<file path="config.mk">
export PLATFORM = sky130hd
export DESIGN_NAME = pipe_hazard_ctrl
export DESIGN_NICKNAME = d
export VERILOG_FILES = /design/src/rtl/pipe_ctrl_pkg.sv /design/src/rtl/hazard_cmp.sv /design/src/rtl/pipe_hazard_ctrl.sv
export SDC_FILE = /design/constraint.sdc
export NUM_CORES = 1
export LEC_CHECK = 0
export CORE_MARGIN = 2
export CORE_UTILIZATION = 43
export CTS_CLUSTER_SIZE = 12
export DETAILED_ROUTE_END_ITERATION = 6
export PLACE_DENSITY = 0.85
export RECOVER_POWER = 50
export SETUP_SLACK_MARGIN = 0.15
export SYNTH_ARGS = -nofsm -noshare
export SYNTH_HDL_FRONTEND = slang
export SYNTH_SLANG_ARGS = --single-unit
</file>
<file path="constraint.sdc">
create_clock -name CLK -period 2.7 [get_ports CLK]
set_clock_uncertainty 0.1 [all_clocks]
set_input_delay 0.54 -clock CLK [delete_from_list [all_inputs] [get_ports CLK]]
set_output_delay 0.54 -clock CLK [all_outputs]
set_load 0.05 [all_outputs]
</file>
<file path="src/rtl/pipe_ctrl_pkg.sv">
// Shared types and constants for the pipeline hazard/sequencing control.
package pipe_ctrl_pkg;

  // Register-address width, matches the Rd field carried in the pipeline registers.
  localparam int RADDR_W = 6;

  // Sequencer state encoding.
  typedef enum logic {
    ST_RUN      = 1'b0,
    ST_MDU_WAIT = 1'b1
  } state_e;

  // Instruction word loaded into IF/ID when it is flushed (addi x0, x0, 0).
  localparam logic [31:0] NOP_INSTR = 32'h0000_0013;

  // Control bundle driven into PC, IF/ID, ID/EX and the MDU.
  typedef struct packed {
    logic pc_stall;
    logic if_id_stall;
    logic if_id_flush;
    logic id_ex_flush;
    logic mdu_start;
  } ctrl_t;

  // All controls inactive.
  localparam ctrl_t CTRL_IDLE = '0;

  // Freeze PC and IF/ID, inject a bubble into ID/EX.
  localparam ctrl_t CTRL_HOLD = '{
    pc_stall:    1'b1,
    if_id_stall: 1'b1,
    if_id_flush: 1'b0,
    id_ex_flush: 1'b1,
    mdu_start:   1'b0
  };

endpackage

</file>
<file path="src/rtl/hazard_cmp.sv">
// Load-use hazard detector: the instruction in EX is a load whose destination
// is a source actually read by the instruction in ID. x0 never hazards.
// Purely combinational so it can be reused by forwarding-select logic.
module hazard_cmp
  import pipe_ctrl_pkg::*;
#(
  parameter int RADDR_W = pipe_ctrl_pkg::RADDR_W
) (
  input  logic [RADDR_W-1:0] rs1_id,
  input  logic [RADDR_W-1:0] rs2_id,
  input  logic               rs1_used_id,
  input  logic               rs2_used_id,
  input  logic [RADDR_W-1:0] rd_ex,
  input  logic               reg_wr_ex,
  input  logic               mem_to_reg_ex,
  output logic               lu_hz
);

  logic ex_load_wr;
  logic rs1_hit;
  logic rs2_hit;

  // Compare both source operands against the loading destination.
  always_comb begin
    ex_load_wr = mem_to_reg_ex & reg_wr_ex & (rd_ex != '0);
    rs1_hit    = rs1_used_id & (rs1_id == rd_ex);
    rs2_hit    = rs2_used_id & (rs2_id == rd_ex);
    lu_hz      = ex_load_wr & (rs1_hit | rs2_hit);
  end

endmodule

</file>
<file path="src/rtl/pipe_hazard_ctrl.sv">
// Central pipeline sequencer: load-use stalls, branch squashes and the
// multiply/divide unit start/done handshake with a watchdog.
//
// MDU handshake: MDU_start is a single-cycle launch pulse issued from RUN;
// the MDU answers with a single-cycle MDU_done pulse at any later cycle. There
// is no back-pressure. A done seen outside MDU_WAIT is stale and is dropped;
// if no done arrives within MDU_TIMEOUT stall cycles the wait is abandoned and
// MDU_err latches until Reset.
//
// Control outputs are combinational from state and current inputs so they are
// settled before the pipeline registers capture on the same edge.
module pipe_hazard_ctrl
  import pipe_ctrl_pkg::*;
#(
  parameter int RADDR_W     = pipe_ctrl_pkg::RADDR_W,
  parameter int MDU_TIMEOUT = 64,
  parameter int CNT_W       = 32
) (
  input  logic               CLK,
  input  logic               Reset,
  input  logic [RADDR_W-1:0] rs1_ID,
  input  logic [RADDR_W-1:0] rs2_ID,
  input  logic               rs1_used_ID,
  input  logic               rs2_used_ID,
  input  logic               MDU_req_ID,
  input  logic [RADDR_W-1:0] Rd_EX,
  input  logic               RegWr_EX,
  input  logic               MemtoReg_EX,
  input  logic               Taken_EX,
  input  logic               MDU_done,
  output logic               PC_stall,
  output logic               IF_ID_stall,
  output logic               IF_ID_flush,
  output logic               ID_EX_flush,
  output logic               MDU_start,
  output logic               MDU_err,
  output logic [CNT_W-1:0]   Stall_cnt,
  output logic               dbg_state
);

  localparam int WAIT_W = (MDU_TIMEOUT > 1) ? $clog2(MDU_TIMEOUT) : 1;
  localparam logic [WAIT_W-1:0] WAIT_LAST = WAIT_W'(MDU_TIMEOUT - 1);

  state_e             state_q, state_d;
  logic [WAIT_W-1:0]  wait_q, wait_d;
  logic               mdu_err_q, mdu_err_d;
  logic [CNT_W-1:0]   stall_cnt_q, stall_cnt_d;
  ctrl_t              ctrl;
  logic               lu_hz;

  hazard_cmp #(
    .RADDR_W (RADDR_W)
  ) u_hazard_cmp (
    .rs1_id        (rs1_ID),
    .rs2_id        (rs2_ID),
    .rs1_used_id   (rs1_used_ID),
    .rs2_used_id   (rs2_used_ID),
    .rd_ex         (Rd_EX),
    .reg_wr_ex     (RegWr_EX),
    .mem_to_reg_ex (MemtoReg_EX),
    .lu_hz         (lu_hz)
  );

  // Next-state and control decode; branch squash outranks load-use, which outranks MDU launch.
  always_comb begin
    ctrl      = CTRL_IDLE;
    state_d   = state_q;
    wait_d    = wait_q;
    mdu_err_d = mdu_err_q;
    case (state_q)
      ST_RUN: begin
        if (Taken_EX) begin
          // The ID instruction is on the wrong path, so it must not launch the MDU.
          ctrl.if_id_flush = 1'b1;
          ctrl.id_ex_flush = 1'b1;
        end else if (lu_hz) begin
          // One bubble; next cycle the bubble sits in EX and the hazard is gone.
          ctrl = CTRL_HOLD;
        end else if (MDU_req_ID) begin
          ctrl           = CTRL_HOLD;
          ctrl.mdu_start = 1'b1;
          wait_d         = '0;
          state_d        = ST_MDU_WAIT;
        end
      end
      ST_MDU_WAIT: begin
        // EX holds only bubbles here, so branches and load-use cannot occur.
        if (MDU_done) begin
          state_d = ST_RUN;
        end else if (wait_q == WAIT_LAST) begin
          mdu_err_d = 1'b1;
          state_d   = ST_RUN;
        end else begin
          ctrl   = CTRL_HOLD;
          wait_d = wait_q + 1'b1;
        end
      end
      default: begin
        state_d = ST_RUN;
      end
    endcase
    // Nothing may leak to the pipeline while reset is held.
    if (Reset) begin
      ctrl = CTRL_IDLE;
    end
  end

  // Saturating count of stalled cycles.
  always_comb begin
    stall_cnt_d = stall_cnt_q;
    if (ctrl.pc_stall && (stall_cnt_q != {CNT_W{1'b1}})) begin
      stall_cnt_d = stall_cnt_q + 1'b1;
    end
  end

  // State, watchdog, error flag and counter registers.
  always_ff @(posedge CLK or posedge Reset) begin
    if (Reset) begin
      state_q     <= ST_RUN;
      wait_q      <= '0;
      mdu_err_q   <= 1'b0;
      stall_cnt_q <= '0;
    end else begin
      state_q     <= state_d;
      wait_q      <= wait_d;
      mdu_err_q   <= mdu_err_d;
      stall_cnt_q <= stall_cnt_d;
    end
  end

  assign PC_stall    = ctrl.pc_stall;
  assign IF_ID_stall = ctrl.if_id_stall;
  assign IF_ID_flush = ctrl.if_id_flush;
  assign ID_EX_flush = ctrl.id_ex_flush;
  assign MDU_start   = ctrl.mdu_start;
  assign MDU_err     = mdu_err_q;
  assign Stall_cnt   = stall_cnt_q;
  assign dbg_state   = state_q;

endmodule

</file>
==> reports/metrics.yaml <==
global_route:
  grt.total_usage_pct: 20.4
  grt_max_degree: 41
  grt_pass1_vias: 2031
  overflow: 0
  grt_pass1_wl_um: 9530
  antenna_found_initial: 0
drt:
  first_pass_iters: 4
  via_count: 2031
  wl_per_cell_um: 16.8
  drc: 0
  drt_iter0_drc: 157
  routed_via_density: 5.43
  ant_nets: 0
  wl_um: 6280
worst_setup_path:
  slowest_delay_ps: 520
  cp.required_ps: 2060
  path_cells: "buf_2, or4_4, o311a_4, a2111oi_4, a211oi_2, buf_6"
  cp.depth: 6
  slowest_stage: "or4_4"
  path_class: "in2out"
  cp_top_family: "compound AO/OA/AOI/OAI gates"
  reg2reg_depth: 11
  critPathBufInv: 2
  critPathMaxFanout: 2
  cp-end-kind: "primary output"
  cp-start-kind: "primary input"
  worstPathArrival_ps: 2140
yosys:
  syn-cell-area_um2: 2260
  avgSynthCellArea_um2: 10.8
  ys_seq_elements: 40
  synth-main-ff-cell: "dfrtp_1"
  synth_cell_type_count: 45
  postSynthCellCount: 209
  ys_warn_count: 0
  synth_edf_count: 0
  yosysSeqAreaShare_pct: 44.4
  synth_fp_nets: 238
  async_flop_share_pct: 100
sta:
  hold_viol_final: 0
  worst_pin_slew_ps: 961
  drv_slew: 0
  setup_slack_ps: -77.1
  setup_violations: 4
  fin_crit_ps: 2780
  finalSetupTns_ps: -142
  fmax_ghz: 0.360
  layout_worst_path_cycle_share_pct: 103
  rsz0062_at_grt: "true"
  relSlewSlack_pct: 35.9
  holdWs_ps: 382
place:
  hpwl_um: 3970
  placed_area_um2: 3160
  port_buffers: 65
  gp_congestion: 0.797
  placed_cells: 357
clock_network:
  clk_latency_ps: 290
  hold_buffers: 0
  cts_tree: "built"
  numCtsBuffers: 5
  htree_levels: 2
  clock_path_buffers: 2
  cts_sinks: 40
  cts_root_buffer: "clkbuf_8"
  cts.clk_slew.worst_paths_ps: 70
flow_run:
  cap_violations: 0
floorplanning:
  die_h_um: 76.4
  dieArea_um2: 5840
  die_w_um: 76.4
  start_util_pct: 44.5
  core-area_um2: 5070
  io_pins: 66
  num_rows: 26
status:
  outcome: "finished, violations left"
  violations: "setup timing"
finish:
  final_cell_mix: "40 x clkdlybuf4s50_1, 39 x xnor2_1, 38 x dfrtp_1"
  drive_gt1_share_pct: 26.6
  area_growth_syn_to_layout_pct: 55.2
  stdcell_area_um2: 3500
  layout_commonest_cell: "clkdlybuf4s50_1"
  diodes: 0
  nNetsFinal: 332
  nFillCells: 360
  instances_no_fill: 374
hold_path:
  hold_depth: 1
  min-delay-path-class: "reg2reg"
power:
  ir_drop_v: 0.000562
  p_per_area_nw_per_um2: 485
  p_leak_nw: 1.55
-- Yosys cell counts (2+ instances only) --
master / number / share of area (%)
a21oi_1: 2 / 0.44
a31oi_1: 2 / 0.55
a41o_1: 2 / 0.89
and2_1: 2 / 0.55
and3_1: 14 / 3.9
and3_2: 3 / 1.0
and4_1: 3 / 1.2
buf_6: 4 / 2.0
clkbuf_1: 2 / 0.33
dfrtp_1: 40 / 44
ha_1: 2 / 1.1
inv_1: 3 / 0.50
nand2_1: 10 / 1.7
nand2b_1: 2 / 0.55
nand3_1: 7 / 1.6
nand3_2: 7 / 3.1
nand4_1: 23 / 6.4
nand4b_1: 2 / 0.78
nor2_1: 6 / 1.0
nor2b_1: 2 / 0.55
nor3b_1: 2 / 0.67
o21ai_0: 3 / 0.67
xnor2_1: 41 / 16
xor2_1: 4 / 1.6
-- where the power goes --
part	internal, mW	total (mW)	switching [mW]	leakage, nW
clock network	0.208	0.409	0.201	0.0455
registers	0.658	0.744	0.0858	0.544
logic	0.244	0.547	0.303	0.956
-- worst paths after layout --
kind                                  startpoint  slack (ps)                   endpoint
max reg2reg                wait_q[0]$_DFFE_PP0P_         370  Stall_cnt[18]$_DFFE_PP0P_
max                                     Rd_EX[0]         -80                ID_EX_flush
max in group asynchronous                  Reset         740   Stall_cnt[0]$_DFFE_PP0P_
min in group asynchronous                  Reset        1110  Stall_cnt[25]$_DFFE_PP0P_
min                          MDU_err$_DFFE_PP0P_         380        MDU_err$_DFFE_PP0P_
min reg2reg                  MDU_err$_DFFE_PP0P_         380        MDU_err$_DFFE_PP0P_
-- sequential cells by signal (all words and copies together), names as in the netlist --
signal	cells
MDU_err	1
wait_q	6
Stall_cnt	32
dbg_state	1
-- what timing repair did --
item,CTS,global route
pin swaps,21,9
cloned,1,1
buffers inserted,6,1
setup endpoints to repair,36,27
gates resized for setup,46,12
-- stage by stage --
| step | power (mW) | setup WS [ps] | utilization [%] |
|---|---|---|---|
| global route | 1.77 | -141 | 69.0 |
| detailed placement | 1.24 | -501 | 62.3 |
| CTS | 1.68 | -72.8 | 67.3 |
| floorplan | 1.04 | 47.1 | - |
| finish | 1.70 | -77.1 | 69.0 |
| global placement | 1.23 | -456 | 62.3 |
-- cell type report --
type                            instances  area, µm²  share of cell area [%]
Timing Repair Buffer                   95        987                    28.2
Sequential cell                        40       1000                    28.7
Clock buffer                            8       90.1                    2.57
Tap cell                               70       87.6                    2.50
Multi-Input combinational cell        158       1320                    37.7
Inverter                                3       12.5                   0.357
-- layer usage --
| metal | GRT usage [%] | up-vias | wire (µm) |
|---|---|---|---|
| li1 | - | 955 | - |
| met5 | 0 | - | 0 |
| met1 | 23.8 | 990 | 2630 |
| met4 | 10.2 | 0 | 213 |
| met3 | 5.33 | 23 | 273 |
| met2 | 34.7 | 63 | 3160 |
-- cell families (layout without fill, tap and decap cells) --
logic type                 count (synthesis)  count (layout)  synth area share (%)
muxes                                      2               2                 0.943
xor gates and xnor gates                  45              45                  17.5
AOI/OAI and AO/OA                         14              14                  4.38
and+or+nand+nor                           95              95                  28.3
DFF                                       40              40                  44.4
adders and majority gates                  2               2                  1.11
buffers and inverters                     11             106                  3.38
No activity file was read; power rests on OpenSTA's default activity.
